File: src/rtl/fb_wr_coalescer.sv
// Framebuffer write coalescer: round-robin arbitration over NUM_CH pixel
// sources, packing address-contiguous runs from the granted source into
// AXI INCR bursts (one header, then a data stream) of up to MAX_BURST beats.
module fb_wr_coalescer #(
    parameter int unsigned NUM_CH     = 2,
    parameter int unsigned ADDR_WIDTH = 32,
    parameter int unsigned DATA_WIDTH = 32,
    parameter int unsigned MAX_BURST  = 16,
    parameter int unsigned TIMEOUT    = 8
) (
    input  logic                         clk,
    input  logic                         rstn,
    input  logic [NUM_CH-1:0]            s_valid,
    output logic [NUM_CH-1:0]            s_ready,
    input  logic [NUM_CH*ADDR_WIDTH-1:0] s_addr,
    input  logic [NUM_CH*DATA_WIDTH-1:0] s_data,
    input  logic                         flush,
    output logic                         m_burst_valid,
    input  logic                         m_burst_ready,
    output logic [ADDR_WIDTH-1:0]        m_burst_addr,
    output logic [7:0]                   m_burst_len,
    output logic                         m_data_valid,
    input  logic                         m_data_ready,
    output logic [DATA_WIDTH-1:0]        m_data,
    output logic                         m_data_last,
    output logic                         idle
);

    localparam int unsigned BYTES = DATA_WIDTH / 8;
    localparam int unsigned CW    = $clog2(MAX_BURST + 1);
    localparam int unsigned IW    = (MAX_BURST > 1) ? $clog2(MAX_BURST) : 1;
    localparam int unsigned LW    = (NUM_CH > 1) ? $clog2(NUM_CH) : 1;
    localparam int unsigned TW    = (TIMEOUT > 0) ? $clog2(TIMEOUT + 1) : 1;

    typedef enum logic [1:0] {StIdle, StCollect, StIssue, StDrain} state_e;

    state_e                state_q, state_d;
    logic [ADDR_WIDTH-1:0] base_q;
    logic [CW-1:0]         count_q;
    logic [CW-1:0]         rd_q;
    logic [LW-1:0]         lock_q;
    logic [LW-1:0]         rr_ptr_q;
    logic [TW-1:0]         timer_q;
    logic                  burst_valid_q;
    logic [ADDR_WIDTH-1:0] burst_addr_q;
    logic [7:0]            burst_len_q;
    logic                  data_valid_q;
    logic [DATA_WIDTH-1:0] data_q;
    logic                  data_last_q;
    logic [DATA_WIDTH-1:0] buf_q [MAX_BURST];

    logic [LW-1:0]         grant;
    logic                  grant_vld;
    logic [LW-1:0]         cand;
    logic [LW-1:0]         sel;
    logic                  sel_valid;
    logic [ADDR_WIDTH-1:0] sel_addr;
    logic [DATA_WIDTH-1:0] sel_data;
    logic [ADDR_WIDTH-1:0] expect_addr;
    logic [LW-1:0]         rr_next;
    logic                  can_append;
    logic                  take;
    logic                  close;

    assign expect_addr = base_q + ADDR_WIDTH'(count_q) * ADDR_WIDTH'(BYTES);
    assign rr_next     = (lock_q == LW'(NUM_CH - 1)) ? '0 : lock_q + LW'(1);
    assign idle        = (state_q == StIdle) && (s_valid == '0);

    assign m_burst_valid = burst_valid_q;
    assign m_burst_addr  = burst_addr_q;
    assign m_burst_len   = burst_len_q;
    assign m_data_valid  = data_valid_q;
    assign m_data        = data_q;
    assign m_data_last   = data_last_q;

    // Round-robin grant: first valid source at or above rr_ptr, wrapping.
    always_comb begin
        grant     = '0;
        grant_vld = 1'b0;
        cand      = '0;
        for (int unsigned i = 0; i < NUM_CH; i++) begin
            cand = LW'((32'(rr_ptr_q) + i) % NUM_CH);
            if (!grant_vld && s_valid[cand]) begin
                grant_vld = 1'b1;
                grant     = cand;
            end
        end
    end

    // Source of interest: the grant while idle, the locked source otherwise.
    always_comb begin
        sel       = (state_q == StIdle) ? grant : lock_q;
        sel_valid = s_valid[sel];
        sel_addr  = ADDR_WIDTH'(s_addr >> (32'(sel) * ADDR_WIDTH));
        sel_data  = DATA_WIDTH'(s_data >> (32'(sel) * DATA_WIDTH));
    end

    // FSM next state, source accept and burst close decision.
    always_comb begin
        state_d    = state_q;
        s_ready    = '0;
        take       = 1'b0;
        close      = 1'b0;
        can_append = sel_valid && (sel_addr == expect_addr) &&
                     (count_q < CW'(MAX_BURST)) && !flush && (sel_addr[11:0] != 12'h000);
        case (state_q)
            StIdle: begin
                if (grant_vld) begin
                    s_ready = NUM_CH'(1) << grant;
                    take    = 1'b1;
                    state_d = StCollect;
                end
            end
            StCollect: begin
                if (can_append) begin
                    s_ready = NUM_CH'(1) << lock_q;
                    take    = 1'b1;
                end else if (sel_valid || flush || (count_q == CW'(MAX_BURST)) ||
                             (timer_q == TW'(TIMEOUT))) begin
                    // A valid-but-rejected word stays pending for a later grant.
                    close   = 1'b1;
                    state_d = StIssue;
                end
            end
            StIssue: begin
                if (m_burst_ready) state_d = StDrain;
            end
            StDrain: begin
                if (m_data_ready && data_last_q) state_d = StIdle;
            end
            default: state_d = StIdle;
        endcase
    end

    // FSM state register.
    always_ff @(posedge clk or negedge rstn) begin
        if (!rstn) state_q <= StIdle;
        else       state_q <= state_d;
    end

    // Burst bookkeeping and registered header/data outputs.
    always_ff @(posedge clk or negedge rstn) begin
        if (!rstn) begin
            base_q        <= '0;
            count_q       <= '0;
            rd_q          <= '0;
            lock_q        <= '0;
            rr_ptr_q      <= '0;
            timer_q       <= '0;
            burst_valid_q <= 1'b0;
            burst_addr_q  <= '0;
            burst_len_q   <= '0;
            data_valid_q  <= 1'b0;
            data_q        <= '0;
            data_last_q   <= 1'b0;
        end else begin
            case (state_q)
                StIdle: begin
                    if (take) begin
                        base_q  <= sel_addr;
                        count_q <= CW'(1);
                        lock_q  <= grant;
                        timer_q <= '0;
                    end
                end
                StCollect: begin
                    if (take) begin
                        count_q <= count_q + CW'(1);
                        timer_q <= '0;
                    end else if (close) begin
                        burst_valid_q <= 1'b1;
                        burst_addr_q  <= base_q;
                        burst_len_q   <= 8'(count_q - CW'(1));
                    end else if (!sel_valid && (timer_q != TW'(TIMEOUT))) begin
                        timer_q <= timer_q + TW'(1);
                    end
                end
                StIssue: begin
                    if (m_burst_ready) begin
                        burst_valid_q <= 1'b0;
                        data_valid_q  <= 1'b1;
                        data_q        <= buf_q[0];
                        data_last_q   <= (count_q == CW'(1));
                        rd_q          <= CW'(1);
                    end
                end
                StDrain: begin
                    if (m_data_ready) begin
                        if (data_last_q) begin
                            data_valid_q <= 1'b0;
                            data_last_q  <= 1'b0;
                            count_q      <= '0;
                            rr_ptr_q     <= rr_next;
                        end else begin
                            data_q      <= buf_q[IW'(rd_q)];
                            data_last_q <= (rd_q == count_q - CW'(1));
                            rd_q        <= rd_q + CW'(1);
                        end
                    end
                end
                default: ;
            endcase
        end
    end

    // Word buffer; count is zero in idle so the first word lands in slot 0.
    always_ff @(posedge clk) begin
        if (take) buf_q[IW'(count_q)] <= sel_data;
    end

endmodule

File: config.mk
export PLATFORM = sky130hd
export DESIGN_NAME = fb_wr_coalescer
export DESIGN_NICKNAME = d
export VERILOG_FILES = /design/src/rtl/fb_wr_coalescer.sv
export SDC_FILE = /design/constraint.sdc
export NUM_CORES = 1
export LEC_CHECK = 0
export ABC_AREA = 1
export ABC_CLOCK_PERIOD_IN_PS = 7300
export CORE_MARGIN = 3
export CORE_UTILIZATION = 34
export CTS_CLUSTER_DIAMETER = 30
export DETAILED_ROUTE_END_ITERATION = 10
export GPL_ROUTABILITY_DRIVEN = 1
export HOLD_SLACK_MARGIN = 0.1
export SLEW_MARGIN = 20
export SYNTH_ARGS = -nofsm -noshare
export SYNTH_HDL_FRONTEND = slang
export SYNTH_SLANG_ARGS = --single-unit
File: constraint.sdc
create_clock -name clk -period 7.3 [get_ports clk]
set_clock_uncertainty 0.05 [all_clocks]
set_input_delay 0.73 -clock clk [delete_from_list [all_inputs] [get_ports clk]]
set_output_delay 0.73 -clock clk [all_outputs]
set_load 0.05 [all_outputs]
==> impl_metrics.py <==
metrics = {
    "route": {
        "drt_iter0_drc": 1808,
        "vias_per_cell": 5.21,
        "post-route-drc-count": 0,
        "avgRoutedWirePerCell_um": 20.4,
        "ant_nets": 0,
        "num_vias": 20700,
        "wirelength_mm": 81.1,
        "first_pass_iters": 6,
    },
    "placed_design": {
        "dp_hpwl_mm": 49.1,
        "gp_congestion": 0.918,
        "portBuffers": 212,
    },
    "global_routing": {
        "grt_pass1_wl_mm": 123,
        "grt_max_degree": 129,
        "antenna_found_initial": 1,
        "grt-ovfl-total": 0,
        "grt.total_usage": 0.186,
        "grt_pass1_vias": 20100,
    },
    "die": {
        "rows": 104,
        "core_area_um2": 81100,
        "start_util": 0.345,
        "ioPinCount": 213,
        "dieArea_um2": 85800,
        "die_w_um": 293,
        "dieHeight_um": 293,
    },
    "setup_path": {
        "crit_required_ns": 6.52,
        "cp_slowest_cell": "clkdlybuf4s50_1",
        "reg2reg_to": "buf_q[5][24]$_DFFE_PP_",
        "crit-reg2reg-launch": "state_q[0]$_DFFE_PN0P_",
        "start_kind": "flop",
        "cp.arrival_ns": 4.90,
        "critPathCaptureType": "output port",
        "cp-endpoint": "s_ready[1]",
        "startpoint": "state_q[0]$_DFFE_PN0P_",
        "critPathMaxFanout": 59,
        "r2r_slack_ns": 2.12,
        "crit_chain": "inv_1, ha_1, nand3_4, nand2_4, nand2_1, o21ai_1, nand2_1, nand3_1, nand2_1, nor2_1, nand2_1, nor2_2, nand3_2, o21ai_0, clkdlybuf4s50_1",
        "critPathMostFrequentCell": "nand2_1",
        "critPathMaxStageDelay_ns": 0.83,
        "reg2regPathDepth": 17,
        "crit_type": "reg -> out",
    },
    "synth": {
        "ys_warn_count": 0,
        "syn_inst": 2617,
        "syn_area_um2": 28000,
        "synth-xor-area-share": 0.00250,
        "synthSimpleGateAreaFrac": 0.151,
        "synth_compound_gate_area_share": 0.122,
        "synth_enable_flop_cells": 512,
        "yosys_register_bits": 635,
        "synth_mux_area_frac": 0.0129,
        "synth_top_family_by_area": "simple AND/OR/NAND/NOR gates",
        "syn_nets": 2770,
        "synthAdderAreaFrac": 0.00831,
        "postSynthAreaPerCell_um2": 10.7,
        "ys_types": 42,
        "yosys_most_used_dff": "edfxtp_1",
        "ys_async_sr_fraction": 0.194,
        "ys_seq_area_frac": 0.659,
    },
    "cts": {
        "post_cts_resized": 0,
        "cts.clk_slew.worst_paths_ns": 0.04,
        "cts_setup_buffers": 0,
        "holdBufCountCts": 1,
        "cts_tree": "done",
        "cts-buffers-inserted": 114,
        "cts_max_level": 3,
        "cts-root-buf": "clkbuf_16",
        "clock_latency_ns": 0.66,
        "cts.path.max_buffers": 3,
        "cts.sinks": 635,
    },
    "timing": {
        "rsz0062_at_grt": "false",
        "final-hold-violation-count": 0,
        "fin_setup_tns_ns": 0,
        "finalSetupViolations": 0,
        "min_period_ns": 5.68,
        "fmax_ghz": 0.176,
        "finalCritPeriodShare": 0.778,
        "slew_headroom": 0.231,
        "drv_slew": 0,
        "tightest_slew_ns": 1.15,
        "hold_ws_ns": 0.425,
    },
    "run_status": {
        "outcome": "finished, final reports clean",
    },
    "job": {
        "cap_violations": 0,
    },
    "worst_hold_path": {
        "hold_class": "reg -> reg",
    },
    "cells_and_area": {
        "drive_above_1_share": 0.105,
        "final_net_count": 2978,
        "area_growth_pct": 26.8,
    },
    "pwr": {
        "irDropWorstVdd_uv": 282,
        "p_leak_nw": 13.1,
        "p_per_area_nw_per_um2": 446,
    },
}
==> sequential cells by signal, summed over array words and instances, names as in the netlist <==
| name | count |
|---|---|
| m_data_valid | 1 |
| buf_q | 512 |
| m_data_last | 1 |
| timer_q | 4 |
| m_burst_len | 6 |
| m_burst_valid | 1 |
| m_burst_addr | 32 |
| rr_ptr_q | 1 |
| state_q | 2 |
| lock_q | 1 |
| base_q | 32 |
| m_data | 32 |
| rd_q | 5 |
| count_q | 5 |
==> Yosys cell counts, drive strengths merged, types with 6 or more instances <==
cell | number | share of area
a21oi | 42 | 0.0075
buf | 26 | 0.0070
nand4 | 12 | 0.0027
clkbuf | 125 | 0.017
edfxtp | 512 | 0.55
a31oi | 34 | 0.0076
nor2 | 345 | 0.047
mux2 | 32 | 0.013
nor3 | 6 | 0.0014
ha | 17 | 0.0076
nand2 | 483 | 0.066
inv | 146 | 0.020
o221ai | 51 | 0.016
o22ai | 79 | 0.018
xor2 | 6 | 0.0019
nand3 | 147 | 0.027
o211ai | 17 | 0.0046
dfrtp | 123 | 0.11
nand3b | 22 | 0.0059
o21ai | 379 | 0.068
==> layout by cell type (no fill, tap or decap), types with 3 or more instances in the layout <==
cell / instances
buf_4: 25
clkinv_1: 10
nand3b_1: 22
o21ai_0: 365
nor2_2: 3
buf_16: 5
nand3_2: 4
clkbuf_16: 116
a21oi_1: 42
clkinv_4: 5
edfxtp_1: 512
nor2_4: 19
a31oi_1: 34
o211ai_1: 17
mux2_2: 32
nand2_4: 3
nor3_1: 4
xor2_1: 6
clkinv_16: 4
clkdlybuf4s50_1: 211
nand4_1: 12
o221ai_1: 51
clkinvlp_4: 12
nand2_2: 6
inv_1: 141
o22ai_1: 79
dfrtp_1: 120
inv_2: 4
inv_6: 8
bufinv_16: 26
o21ai_1: 14
nor2_1: 323
clkinv_2: 22
nand3_1: 142
clkbuf_1: 14
ha_1: 16
nand2_1: 474
==> critical path, delay by kind of cell (launching register included) <==
family                   cells  cell delay, ns
buffers and inverters        2            0.93
flip-flops                   1            0.42
adder cells (fa/ha/maj)      1            0.34
AO/OA/AOI/OAI                2            0.35
AND/OR/NAND/NOR             10            2.14
==> worst min path at each step <==
stage | startpoint | to | slack [ns] | cells past startpoint
2_1_floorplan | rstn | base_q[0]$_DFFE_PN0P_ | 0.38 | 0
3_5_place_dp | m_data[8]$_DFFE_PN0P_ | m_data[8]$_DFFE_PN0P_ | 0.42 | 2
4_1_cts | m_data[27]$_DFFE_PN0P_ | m_data[27]$_DFFE_PN0P_ | 0.43 | 2
6_report | m_data[27]$_DFFE_PN0P_ | m_data[27]$_DFFE_PN0P_ | 0.43 | 2
3_3_place_gp | m_data[27]$_DFFE_PN0P_ | m_data[27]$_DFFE_PN0P_ | 0.41 | 2
5_1_grt | m_burst_len[0]$_DFFE_PN0P_ | m_burst_len[0]$_DFFE_PN0P_ | 0.45 | 2
==> power by group <==
part           internal, mW  switching (mW)
sequential             4.62           0.395
combinational          1.46            3.64
clock                  3.86            1.85
==> cell type report <==
type	instances	area (µm²)
clock inverter	84	1230
multi-input combinational	1683	8460
inverter	148	562
antenna	1	2.50
tap	1060	1330
clock buffer	132	2980
fill	7470	45600
timing repair buffer	243	2460
sequential	635	18500
==> kinds of logic (layout without fill, tap and decap cells) <==
kind of cell	count (synthesis)	count (layout)
mux	32	32
buf+inv	299	607
flops	635	635
xor+xnor	8	8
other cells	0	1
fa+ha+maj	18	18
compound gates	605	605
simple gates	1020	1020
==> metal layers <==
metal,wire length (µm),global-route usage,up-vias
met5,0,0,-
li1,-,-,9729
met1,36700,0.266,10100
met3,5510,0.0318,137
met4,1830,0.0484,0
met2,37100,0.293,807
==> per-stage QoR <==
| step | instances | total power, mW | instance area, µm² | utilization | setup WS, ns |
|---|---|---|---|---|---|
| after floorplan | 2617 | 8.39 | 28000 | - | 2.91 |
| after global placement | 3763 | 10.1 | 31100 | 0.384 | 1.79 |
| after detailed placement | 3767 | 10.2 | 31200 | 0.385 | 1.67 |
| after CTS | 3984 | 15.9 | 35500 | 0.437 | 1.64 |
| after global routing | 3985 | 16.7 | 35500 | 0.438 | 1.20 |
| final | 3986 | 15.8 | 35500 | 0.438 | 1.62 |
(Power assumes the default switching activity.)
==> edit 1 (same settings) <==
Make the reset (`rstn`) synchronous in 2 clocked blocks.
--- a/src/rtl/fb_wr_coalescer.sv
+++ b/src/rtl/fb_wr_coalescer.sv
@@ -135,3 +135,3 @@
     // FSM state register.
-    always_ff @(posedge clk or negedge rstn) begin
+    always_ff @(posedge clk) begin
         if (!rstn) state_q <= StIdle;
@@ -141,3 +141,3 @@
     // Burst bookkeeping and registered header/data outputs.
-    always_ff @(posedge clk or negedge rstn) begin
+    always_ff @(posedge clk) begin
         if (!rstn) begin
Formal check against the unedited RTL: differs if rstn is asserted again (counterexample within 4 cycles, from zero or initial values and one cycle with rstn low); with rstn held inactive, the same outputs for 4 cycles.
==> edit 1 against the unedited design <==
Wire length is 3.5% higher; sequential cell count grew 4; combinational power fell by 25%; cell count is 7.3% higher; final area is 3.9% higher; power decreased by 7.6%; setup slack got worse by 0.59 ns; area after synthesis up 3.5%; sequential power down 3%.
==> edit 1: results (changes against the unedited design) <==
wl_met1_um: 37200  # was 36,700 µm
synthDistinctLibCells: 44  # was 42
nets: 3189  # was 2,978
grtUsageTotal_pct: 18.6  # about the same
num-fill-cells: 7897  # was 7,470
synth_area_leaders: "edfxtp_1 (53%), dfxtp_1 (8.8%), nand2_1 (5.4%), o21ai_0 (4.6%), mux2i_1 (4.4%)"  # was edfxtp_1 (55%), dfrtp_1 (11%), o21ai_0 (6.5%), nand2_1 (6.4%), nor2_1 (4.6%)
finalNonFillerCells: 4277  # was 3,986
finalPower_mw: 14.6  # was 15.8 mW
htree_levels: 4  # was 3
internal_power_mw: 9.68  # was 9.94 mW
antenna_found_initial: 2  # was 1
peakVddDrop_mv: 0.218  # was 0.282 mV
vias: 21635  # was 20,748
wl_um: 84000  # was 81,100 µm
seq_area_frac_synth_pct: 61.8  # was 65.9%
power.share.sequential_pct: 33.3  # was 31.7%
pwr-share-clk_pct: 40.6  # was 36.1%
grt_max_degree: 192  # was 129
grt_pass1_vias: 20849  # was 20,056
port-buffer-count: 212  # unchanged
postCtsSetupRepairBufs: 0  # unchanged
fin_crit_sh_pct: 86.0  # was 77.8%
clkTransAtPathRegs_ns: 0.04  # about the same
fin_worst_hold_slack_ns: 0.409  # was 0.425 ns
grt_util_met1_pct: 24.8  # was 26.6%
gp_congestion: 0.919  # was 0.918
cpPeakStageDelay_ns: 0.90  # was 0.83 ns
power_leakage_nw: 13.6  # was 13.1 nW
dr_wl_met2_um: 39100  # was 37,100 µm
drive_gt1_share_pct: 10.6  # was 10.5%
met2_usage_pct: 30.1  # was 29.3%
synthesis.nets: 2956  # was 2,770
async_flop_share_pct: 0  # was 19.4%
met3_usage_pct: 3.91  # was 3.18%
dp.cells: 4032  # was 3,767
first_pass_iters: 7  # was 6
placed_area_mm2: 0.0323  # was 0.0312 mm²
post-dp-hpwl_um: 49200  # was 49,100 µm
crit_fanout: 58  # was 59
syn_avg_cell_area_um2: 10.3  # was 10.7 µm²
outcome: "complete, no violations"  # unchanged
met3_length_um: 5670  # was 5510 µm
cts_made_buffers: 135  # was 114
cp.arrival_ns: 5.49  # was 4.90 ns
multi_input_area_mm2: 0.00934  # was 0.00846 mm²
insertion_delay_ns: 0.71  # was 0.66 ns
rrSetupSlack_ns: 1.67  # was 2.12 ns
grt_pass1_wl_um: 127000  # was 123,000 µm
synth_commonest_cells: "edfxtp_1 (512), nand2_1 (416), inv_1 (315), o21ai_0 (268), nand3_1 (253)"  # was edfxtp_1 (512), nand2_1 (475), o21ai_0 (365), nor2_1 (341), inv_1 (143)
cpMaxStageDelayCell: "nand2_4"  # was clkdlybuf4s50_1
drt-initial-drc-count: 2027  # was 1,808
worst_pin_slew_ns: 1.07  # was 1.15 ns
-- edit 1: layout make-up --
cell class,instances,area share [%]
antenna,1,0.00679
timing repair buffer,251,6.62
tap,1134,3.85
inverter,323,3.30
multi-input combinational,1686,25.3
sequential,639,48.6
clock buffer,164,9.70
clock inverter,79,2.58
-- edit 1: logic make-up after synthesis --
kind of cell	Yosys count	share of synthesized area [%]
flip-flops	639	61.8
AND/OR/NAND/NOR	875	13.1
buffers and inverters	478	6.42
AO/OA/AOI/OAI	625	11.9
multiplexers	160	5.66
XOR/XNOR	8	0.242
adder cells (fa/ha/maj)	18	0.803
-- edit 1: final timing paths --
check | from | cells after the start | endpoint
worst max-delay path | state_q[0] | 18 | s_ready[0]
worst min-delay path | m_burst_addr[16] | 2 | m_burst_addr[16]
worst max register to register | state_q[0] | 20 | buf_q[2][27]
worst min register to register | m_burst_addr[16] | 2 | m_burst_addr[16]
-- edit 1: tightest hold or removal path: stages (launching register included) --
cell,delay (ns)
dfxtp_1,0.30
nand2_1,0.06
a21oi_1,0.05
==> edit 2 (same flow settings) <==
Made on the original files. The parameter `ADDR_WIDTH` goes from 32 to 16.
--- a/src/rtl/fb_wr_coalescer.sv
+++ b/src/rtl/fb_wr_coalescer.sv
@@ -5,3 +5,3 @@
     parameter int unsigned NUM_CH     = 2,
-    parameter int unsigned ADDR_WIDTH = 32,
+    parameter int unsigned ADDR_WIDTH = 16,
     parameter int unsigned DATA_WIDTH = 32,
Interface: changed (resized m_burst_addr and s_addr); port bits go from 213 to 165. No check against the original RTL was run, so the function may have changed too.
==> edit 2 against the unedited design <==
Non-clock buffer count shrank 45; sequential power shrank 7.4%; area after synthesis shrank 8.7%; combinational power shrank 8.4%; sequential cell count shrank 32; synthesized cell count shrank 15%; power shrank 7.8%; wire length shrank 11%; setup slack lost 0.11 ns; sequential share of layout area grew 2.6 points; final area shrank 8.8%; critical path depth is the same; largest cell class unchanged.
==> edit 2: results (changes against the unedited design) <==
outcome: "complete, no violations"  # unchanged
nets: 2514  # was 2,978
met3_usage_pct: 4.18  # was 3.18%
first_pass_iters: 6  # unchanged
crit_fanout: 55  # was 59
dp_slack_ns: 1.54  # was 1.67 ns
drive_gt1_share_pct: 11.7  # was 10.5%
hp-start: "m_data[28]"  # was m_data[27]
drt-initial-drc-count: 2052  # was 1,808
cpMaxStageDelayCell: "nand2_4"  # was clkdlybuf4s50_1
power_leakage_nw: 11.5  # was 13.1 nW
cpPeakStageDelay_ns: 0.87  # was 0.83 ns
vias: 18339  # was 20,748
synth_area_leaders: "edfxtp_1 (60%), dfrtp_1 (8.9%), o21ai_0 (6.3%), nand2_1 (4.8%), nor2_1 (4.6%)"  # was edfxtp_1 (55%), dfrtp_1 (11%), o21ai_0 (6.5%), nand2_1 (6.4%), nor2_1 (4.6%)
num-fill-cells: 6618  # was 7,470
grt_overflow_total: 0  # unchanged
grt_max_degree: 97  # was 129
worstHoldPathType: "register to register"  # unchanged
dr.max_layer_used: "met4"  # unchanged
cp.arrival_ns: 5.01  # was 4.90 ns
synth_edf_count: 512  # unchanged
viasPerCell: 5.31  # was 5.21
peakVddDrop_mv: 0.221  # was 0.282 mV
antenna_found_initial: 1  # unchanged
regMostFlops: "buf_q"  # unchanged
post-dp-hpwl_um: 43400  # was 49,100 µm
clkTransAtPathRegs_ns: 0.05
n_antenna_cell: 0  # was 1
placed_area_mm2: 0.0283  # was 0.0312 mm²
postCtsSetupRepairBufs: 0  # unchanged
syn_inst: 2217  # was 2,617
cts_made_buffers: 113  # was 114
htree_levels: 3  # unchanged
grt_pass1_wl_um: 110000  # was 123,000 µm
ctsRootBufferMaster: "clkbuf_16"  # unchanged
largest_register_ffs: 512  # unchanged
startpoint: "state_q[1]"  # was state_q[0]
port-buffer-count: 164  # was 212
met3_length_um: 5700  # was 5510 µm
grt_util_met1_pct: 24.4  # was 26.6%
dr_wl_met2_um: 34200  # was 37,100 µm
gp_congestion: 0.874  # was 0.918
clk_path_buf_depth: 3  # unchanged
max-slew-margin-rel_pct: 32.3  # was 23.1%
cpLargestDelayFamily: "simple AND/OR/NAND/NOR gates"  # unchanged
synth_commonest_cells: "edfxtp_1 (512), nand2_1 (327), o21ai_0 (321), nor2_1 (316), clkbuf_1 (109)"  # was edfxtp_1 (512), nand2_1 (475), o21ai_0 (365), nor2_1 (341), inv_1 (143)
final_antenna_net_count: 0  # unchanged
wl_met1_um: 30600  # was 36,700 µm
yosys_warnings: 0  # unchanged
grtUsageTotal_pct: 18.2  # was 18.6%
synthDistinctLibCells: 40  # was 42
insertion_delay_ns: 0.68  # was 0.66 ns
met2_usage_pct: 29.7  # was 29.3%
wl_um: 72000  # was 81,100 µm
async_flop_share_pct: 15.1  # was 19.4%
dp.cells: 3232  # was 3,767
seq_area_frac_synth_pct: 69.1  # was 65.9%
synthesis.nets: 2338  # was 2,770
## edit 2: cell types whose count changed after synthesis, moves of 5 or more
cell / unedited run / this run
clkbuf_1: 125 / 109
nand3b_1: 22 / 12
nand3_1: 142 / 79
inv_1: 143 / 89
o21ai_0: 365 / 321
nand2_1: 475 / 327
buf_6: 6 / 1
dfrtp_1: 123 / 91
nand4_1: 12 / 17
buf_2: 7 / 14
nor2_1: 341 / 316
## edit 2: report_power, final
group / switching, mW / internal [mW] / leakage, nW / total, mW
registers: 0.275 / 4.36 / 5.75 / 4.64
clock network: 1.82 / 3.46 / 1.91 / 5.28
logic: 3.34 / 1.34 / 3.86 / 4.68
## edit 2: timing repair
action | CTS | global route
hold buffers | 1 | 0
hold endpoints to repair | 36 | 0
resized for setup | 0 | 0
## edit 2: logic make-up (layout without fill, tap and decap cells)
group / after synthesis / count (layout) / share of synthesized area, %
buffers and inverters: 230 / 507 / 3.58
and+or+nand+nor: 766 / 766 / 12.2
muxes: 32 / 32 / 1.41
xor gates and xnor gates: 10 / 10 / 0.343
adders and majority gates: 18 / 18 / 0.911
AOI/OAI and AO/OA: 558 / 558 / 12.4
DFF: 603 / 603 / 69.1
## edit 2: area by class of cell
cell class	count	area, µm²	area share (%)
Clock inverter	69	905	2.80
Inverter	93	355	1.10
Multi-Input combinational cell	1384	7110	22.0
Timing Repair Buffer	198	2040	6.30
Sequential cell	603	17700	54.6
Clock buffer	147	3090	9.54
Tap cell	959	1200	3.71
## edit 2: final timing paths
kind | end | slack, ns | cells past startpoint
worst min-delay path | m_data[28] | 0.43 | 2
worst max register to register | buf_q[3][3] | 1.99 | 17
worst min register to register | m_data[28] | 0.43 | 2
min in group asynchronous | m_burst_addr[9] | 0.55 | 2
worst max-delay path | s_ready[1] | 1.51 | 15
max in group asynchronous | rd_q[0] | 5.30 | 3
